--- src/rtl/ifq_pkg.sv ---
// ---------------------------------------------------------------------------
// ifq_pkg
// Shared types and constants for the instruction fetch queue.
//   ifq_state_e  : fetch FSM states (IDLE, WAIT, DROP)
//   WORD_BYTES   : byte stride between consecutive instruction words
//   PERF_W       : width of the optional performance counters
//   ifq_entry_t  : one buffered fetch result {pc, instr} at the default
//                  32-bit address/data widths
// ---------------------------------------------------------------------------
package ifq_pkg;

    // IDLE: no request outstanding.
    // WAIT: request outstanding, its response will be kept.
    // DROP: request outstanding, its response will be thrown away.
    typedef enum logic [1:0] {
        IDLE = 2'd0,
        WAIT = 2'd1,
        DROP = 2'd2
    } ifq_state_e;

    localparam int WORD_BYTES    = 4;
    localparam int PERF_W        = 16;
    localparam int ENTRY_PC_W    = 32;
    localparam int ENTRY_INSTR_W = 32;

    typedef struct packed {
        logic [ENTRY_PC_W-1:0]    pc;
        logic [ENTRY_INSTR_W-1:0] instr;
    } ifq_entry_t;

endpackage

--- src/rtl/ifq_fifo.sv ---
// ---------------------------------------------------------------------------
// ifq_fifo
// Circular buffer holding fetched {pc, instr} entries for the fetch queue.
// Ports:
//   clk_i, rst_ni : clock, asynchronous active-low reset
//   push_i/data_i : write one entry at the tail
//   pop_i         : retire the head entry (ignored when empty)
//   flush_i       : empty the buffer; wins over push and pop
//   head_o        : combinational view of the head entry
//   count_o       : current occupancy, 0..DEPTH
// ---------------------------------------------------------------------------
module ifq_fifo #(
    parameter int DEPTH = 4,
    parameter int WIDTH = 64
) (
    input  logic                   clk_i,
    input  logic                   rst_ni,
    input  logic                   push_i,
    input  logic [WIDTH-1:0]       data_i,
    input  logic                   pop_i,
    input  logic                   flush_i,
    output logic [WIDTH-1:0]       head_o,
    output logic [$clog2(DEPTH):0] count_o
);

    localparam int PW = $clog2(DEPTH);

    logic [WIDTH-1:0] mem_q [DEPTH];
    logic [PW-1:0]    rptr_q;
    logic [PW-1:0]    wptr_q;
    logic [PW:0]      count_q;
    logic             do_pop;

    assign do_pop  = pop_i && (count_q != '0);
    assign head_o  = mem_q[rptr_q];
    assign count_o = count_q;

    // Pointers are exactly log2(DEPTH) bits wide, so they wrap on their own.
    always_ff @(posedge clk_i or negedge rst_ni) begin
        if (!rst_ni) begin
            rptr_q  <= '0;
            wptr_q  <= '0;
            count_q <= '0;
            for (int i = 0; i < DEPTH; i++) begin
                mem_q[i] <= '0;
            end
        end else if (flush_i) begin
            rptr_q  <= '0;
            wptr_q  <= '0;
            count_q <= '0;
        end else begin
            if (push_i) begin
                mem_q[wptr_q] <= data_i;
                wptr_q        <= wptr_q + PW'(1);
            end
            if (do_pop) begin
                rptr_q <= rptr_q + PW'(1);
            end
            if (push_i && !do_pop) begin
                count_q <= count_q + (PW+1)'(1);
            end else if (!push_i && do_pop) begin
                count_q <= count_q - (PW+1)'(1);
            end
        end
    end

    // The fetch FSM only issues when a slot is free, so a push into a full
    // buffer means the issue logic is broken.
    always_ff @(posedge clk_i) begin
        if (rst_ni && push_i && !flush_i) begin
            assert (count_q < (PW+1)'(DEPTH));
        end
    end

endmodule

--- src/rtl/instr_fetch_queue.sv ---
// ---------------------------------------------------------------------------
// instr_fetch_queue
// Fetch stage: owns the fetch PC, issues one word read at a time to a
// variable-latency instruction memory, buffers the returned words with
// their PCs and hands them to decode. A redirect flushes the buffer,
// discards any in-flight response and restarts fetch at the new PC.
// Ports:
//   clk_i, rst_i              : clock, asynchronous active-low reset
//   redirect_i/redirect_pc_i  : flush and restart at redirect_pc_i (word aligned)
//   mem_req_o/mem_addr_o      : read request, address held until mem_ack_i
//   mem_ack_i/mem_data_i      : read completion and data
//   instr_valid_o/instr_o/instr_pc_o/instr_ready_i : decode handshake
//   count_o                   : buffer occupancy
// Optional build macro IFQ_PERF_EN adds stall_cnt_o and drop_cnt_o
// saturating event counters.
// ---------------------------------------------------------------------------
module instr_fetch_queue
    import ifq_pkg::*;
#(
    parameter int                DEPTH    = 4,
    parameter int                ADDR_W   = 32,
    parameter int                DATA_W   = 32,
    parameter logic [ADDR_W-1:0] RESET_PC = '0
) (
    input  logic                   clk_i,
    input  logic                   rst_i,
    input  logic                   redirect_i,
    input  logic [ADDR_W-1:0]      redirect_pc_i,
    output logic                   mem_req_o,
    output logic [ADDR_W-1:0]      mem_addr_o,
    input  logic                   mem_ack_i,
    input  logic [DATA_W-1:0]      mem_data_i,
    output logic                   instr_valid_o,
    output logic [DATA_W-1:0]      instr_o,
    output logic [ADDR_W-1:0]      instr_pc_o,
    input  logic                   instr_ready_i,
    output logic [$clog2(DEPTH):0] count_o
`ifdef IFQ_PERF_EN
    ,
    output logic [PERF_W-1:0]      stall_cnt_o,
    output logic [PERF_W-1:0]      drop_cnt_o
`endif
);

    localparam int                CNT_W = $clog2(DEPTH) + 1;
    localparam logic [CNT_W-1:0] FULL   = CNT_W'(DEPTH);

    ifq_state_e               state_q;
    logic [ADDR_W-1:0]        fpc_q;
    logic [ADDR_W-1:0]        req_addr_q;
    logic [ADDR_W-1:0]        fpc_inc;
    logic [ADDR_W-1:0]        redirect_pc;
    logic                     push;
    logic                     pop;
    logic                     room_after;
    logic [CNT_W-1:0]         count;
    logic [ADDR_W+DATA_W-1:0] head;
    logic                     unused_pc_bits;

    assign redirect_pc    = {redirect_pc_i[ADDR_W-1:2], 2'b00};
    assign unused_pc_bits = ^redirect_pc_i[1:0];
    assign fpc_inc        = fpc_q + ADDR_W'(WORD_BYTES);

    // Redirect outranks both push and pop: the flush empties the buffer.
    assign pop  = instr_valid_o && instr_ready_i && !redirect_i;
    assign push = (state_q == WAIT) && mem_ack_i && !redirect_i;

    // Occupancy once this cycle's push and pop have landed; decides whether
    // the next word can be requested straight away.
    assign room_after = (count + CNT_W'(1) - CNT_W'(pop)) < FULL;

    ifq_fifo #(
        .DEPTH (DEPTH),
        .WIDTH (ADDR_W + DATA_W)
    ) u_fifo (
        .clk_i   (clk_i),
        .rst_ni  (rst_i),
        .push_i  (push),
        .data_i  ({req_addr_q, mem_data_i}),
        .pop_i   (pop),
        .flush_i (redirect_i),
        .head_o  (head),
        .count_o (count)
    );

    assign instr_pc_o    = head[ADDR_W+DATA_W-1:DATA_W];
    assign instr_o       = head[DATA_W-1:0];
    assign instr_valid_o = (count != '0);
    assign count_o       = count;
    assign mem_req_o     = (state_q != IDLE);
    assign mem_addr_o    = req_addr_q;

    // Fetch FSM. The request address only changes when a new request is
    // issued, so it stays put for as long as a request is outstanding,
    // including while its response is being dropped.
    always_ff @(posedge clk_i or negedge rst_i) begin
        if (!rst_i) begin
            state_q    <= IDLE;
            fpc_q      <= RESET_PC;
            req_addr_q <= RESET_PC;
        end else begin
            case (state_q)
                IDLE: begin
                    if (redirect_i) begin
                        fpc_q <= redirect_pc;
                    end else if (count < FULL) begin
                        req_addr_q <= fpc_q;
                        state_q    <= WAIT;
                    end
                end
                WAIT: begin
                    if (redirect_i) begin
                        fpc_q <= redirect_pc;
                        if (mem_ack_i) begin
                            req_addr_q <= redirect_pc;
                        end else begin
                            state_q <= DROP;
                        end
                    end else if (mem_ack_i) begin
                        fpc_q <= fpc_inc;
                        if (room_after) begin
                            req_addr_q <= fpc_inc;
                        end else begin
                            state_q <= IDLE;
                        end
                    end
                end
                DROP: begin
                    if (redirect_i) begin
                        fpc_q <= redirect_pc;
                    end
                    if (mem_ack_i) begin
                        req_addr_q <= redirect_i ? redirect_pc : fpc_q;
                        state_q    <= WAIT;
                    end
                end
                default: state_q <= IDLE;
            endcase
        end
    end

`ifdef IFQ_PERF_EN
    logic [PERF_W-1:0] stall_cnt_q;
    logic [PERF_W-1:0] drop_cnt_q;
    logic              drop_evt;

    assign drop_evt = mem_ack_i &&
                      ((state_q == DROP) || ((state_q == WAIT) && redirect_i));

    // Saturating counters: decode starved, and responses thrown away.
    always_ff @(posedge clk_i or negedge rst_i) begin
        if (!rst_i) begin
            stall_cnt_q <= '0;
            drop_cnt_q  <= '0;
        end else begin
            if (instr_ready_i && !instr_valid_o && (stall_cnt_q != '1)) begin
                stall_cnt_q <= stall_cnt_q + PERF_W'(1);
            end
            if (drop_evt && (drop_cnt_q != '1)) begin
                drop_cnt_q <= drop_cnt_q + PERF_W'(1);
            end
        end
    end

    assign stall_cnt_o = stall_cnt_q;
    assign drop_cnt_o  = drop_cnt_q;
`endif

endmodule

--- config.mk ---
export PLATFORM = sky130hd
export DESIGN_NAME = instr_fetch_queue
export DESIGN_NICKNAME = d
export VERILOG_FILES = /design/src/rtl/ifq_pkg.sv /design/src/rtl/ifq_fifo.sv /design/src/rtl/instr_fetch_queue.sv
export SDC_FILE = /design/constraint.sdc
export NUM_CORES = 1
export LEC_CHECK = 0
export CAP_MARGIN = 5
export CORE_UTILIZATION = 28
export CTS_CLUSTER_SIZE = 28
export DETAILED_ROUTE_END_ITERATION = 6
export SYNTH_ARGS = -nofsm -noshare
export SYNTH_HDL_FRONTEND = slang
export SYNTH_HIERARCHICAL = 1
export SYNTH_SLANG_ARGS = --single-unit
--- constraint.sdc ---
create_clock -name clk_i -period 4.09 [get_ports clk_i]
set_input_delay 0.818 -clock clk_i [delete_from_list [all_inputs] [get_ports clk_i]]
set_output_delay 0.818 -clock clk_i [all_outputs]
set_load 0.01 [all_outputs]
==> flow_summary.ini <==
[setup_path]
cp-start-kind = flop
worst-path-stages = 3
r2r_cells = 8
worst-path-buf-inv = 2
cp.required_ns = 3.27
max_stage_delay_ns = 0.73
path_class = reg2out
crit_chain = buf_4, mux4_2, clkdlybuf4s50_1
r2r_slack_ns = 1.21
crit_path_end_kind = output port
arrival_ns = 2.73
crit_slowest_cell = dfrtp_4
critPathMaxFanout = 21
path_delay_family = buffers and inverters

[grt]
track_usage = 0.149
grt_pass1_wl_um = 73500
overflow = 0
grt_max_degree = 96
grt_pass1_vias = 12009
antenna_found_initial = 0

[routing]
drc_errors = 0
route.detailed.wl_per_inst_um = 20.7
routed_wl_um = 47700
drtIter0Drc = 838
ant_nets = 0
num_vias = 11631
dr.pass1.iters = 5
routed_via_density = 5.04

[cts]
postCtsSetupBuffers = 0
cts_max_path_buffers = 3
cts_root_buf = clkbuf_16
cts_tree = done
path_clk_slew_ns = 0.06
cts_resized = 0
htree_levels = 2
cts.sinks = 329
clk_latency_ns = 0.55
cts_buffers = 41
postCtsHoldBufs = 0

[layout]
fin_nets = 1520
num_antenna_cells = 0
fin_cells = 2307
drive_above_1_share = 0.297
final_cell_mix = dfrtp_1 (327), mux2_4 (240), clkdlybuf4s50_1 (165)
layout_commonest_cell = dfrtp_1
area_delta_synth_final_pct = 19.9
fill_cells = 6096

[run_status]
status = completed

[die]
die_y_um = 253
core_area_um2 = 61900
rows = 91
fp.dieW_um = 253
start_util = 0.285
dieArea_um2 = 64000
io_pins = 170

[pwr]
p_int_mw = 9.07
pwr-share-seq = 0.365
ir_drop_mv = 0.290
powerDensity_nw_per_um2 = 659
power.switching_mw = 4.85
power_leakage_nw = 9.62
pwr-share-comb = 0.374
pwr-share-clk = 0.261
p_total_mw = 13.9
switching_share = 0.348

[timing]
rsz0062_at_grt = false
finalCritPeriodShare = 0.868
hold_slack_ns = 0.232
worst_slew_pin_slew_ns = 1.17
slew_viol_final = 0
period_needed_ns = 3.55
timing.fmax_mhz = 282
setup_ws_ns = 0.541
hold_viol = 0
finalSetupViolations = 0
clock_skew_ns = 0.0127
slew_headroom = 0.219
tns_ns = 0

[yosys]
avgSynthCellArea_um2 = 13.5
ys_ff_latch = 329
synth_nets = 1382
synthArstFlopShare = 1.00
synthCells = 1303
synth.distinct_cells = 70
yosysWarnings = 6
ys_seq_area_frac = 0.467
netlist_area_um2 = 17600
synth_edf_count = 0
synth_flop_cell = dfrtp_1

[placement]
placed_cells = 2235
io_buffers = 167
hpwlAfterDp_um = 30100
gp_congestion = 0.856
dp_slack_ns = 0.585

[job]
max_cap_violations = 0

[worst_hold_path]
hold_path.class = in2async
-- through the flow --
step | area, um^2 | utilization
6_report | 21100 | 0.341
5_1_grt | 21100 | 0.341
4_1_cts | 21100 | 0.341
3_5_place_dp | 19800 | 0.320
3_3_place_gp | 19800 | 0.320
2_1_floorplan | 17600 | -
-- registers in the layout, indices dropped and copies added, names as in the netlist --
signal / cells
fpc_q: 32
mem_addr_o: 32
state_q: 2
u_fifo/count_o: 3
u_fifo/mem_q: 256
u_fifo/rptr_q: 2
u_fifo/wptr_q: 2
-- cell type report --
| type | instances | area (um^2) | share of cell area |
|---|---|---|---|
| multi-input cells | 845 | 8470 | 0.401 |
| flip-flops and latches | 329 | 8240 | 0.390 |
| repair buffers | 197 | 1950 | 0.0921 |
| clock buffers | 56 | 1140 | 0.0540 |
| well taps | 837 | 1050 | 0.0495 |
| clock inverters | 16 | 194 | 0.00917 |
| inverters | 27 | 101 | 0.00479 |
-- worst register-to-register path, delay by kind of cell (launching register included) --
family	cells	cell delay (ns)
AND/OR/NAND/NOR	4	1.21
multiplexers	1	0.58
flip-flops	1	0.39
buffers and inverters	2	0.31
adder cells (fa/ha/maj)	1	0.27
-- power groups by stage --
| stage | Sequential [mW] | Combinational (mW) | Clock (mW) |
|---|---|---|---|
| 2_1_floorplan | 4.70 | 3.28 | 0 |
| 3_3_place_gp | 5.05 | 5.15 | 0 |
| 3_5_place_dp | 5.12 | 5.21 | 0 |
| 4_1_cts | 5.08 | 5.22 | 3.78 |
| 5_1_grt | 5.22 | 5.59 | 3.91 |
| 6_report | 5.08 | 5.21 | 3.63 |
-- routing by layer --
metal | vias up | GRT usage | share of wire
met1 | 5989 | 0.206 | 0.45
li1 | 5145 | - | -
met3 | 94 | 0.0339 | 0.066
met5 | - | 0 | 0
met4 | 0 | 0.0511 | 0.032
met2 | 403 | 0.228 | 0.45
-- cells in the mapped netlist, types with 15 or more instances --
cell type | number | area share
clkbuf_1 | 46 | 0.0098
nand3_1 | 20 | 0.0057
inv_1 | 25 | 0.0053
a21oi_1 | 69 | 0.020
mux2_4 | 240 | 0.20
nor2_1 | 57 | 0.012
mux4_2 | 64 | 0.082
o21ai_0 | 74 | 0.021
buf_12 | 25 | 0.028
buf_2 | 17 | 0.0048
mux2_2 | 18 | 0.011
nor3_1 | 24 | 0.0068
dfrtp_1 | 329 | 0.47
nand2_1 | 59 | 0.013
o22ai_1 | 15 | 0.0053
-- final timing paths --
| kind | from | end |
|---|---|---|
| max | u_fifo/rptr_q[0] | instr_pc_o[8] |
| min | rst_i | u_fifo/mem_q[204] |
| max reg2reg | state_q[1] | u_fifo/mem_q[24] |
| min reg2reg | fpc_q[0] | fpc_q[0] |
| max in group asynchronous | rst_i | mem_addr_o[2] |
| min in group clk_i | fpc_q[0] | fpc_q[0] |
-- cells by family after synthesis --
kind of cell | synth area share
and+or+nand+nor | 0.0665
DFF | 0.467
muxes | 0.305
AOI/OAI and AO/OA | 0.0946
buffers and inverters | 0.0536
xor gates and xnor gates | 0.00596
adders and majority gates | 0.00752
(Power assumes the default switching activity.)
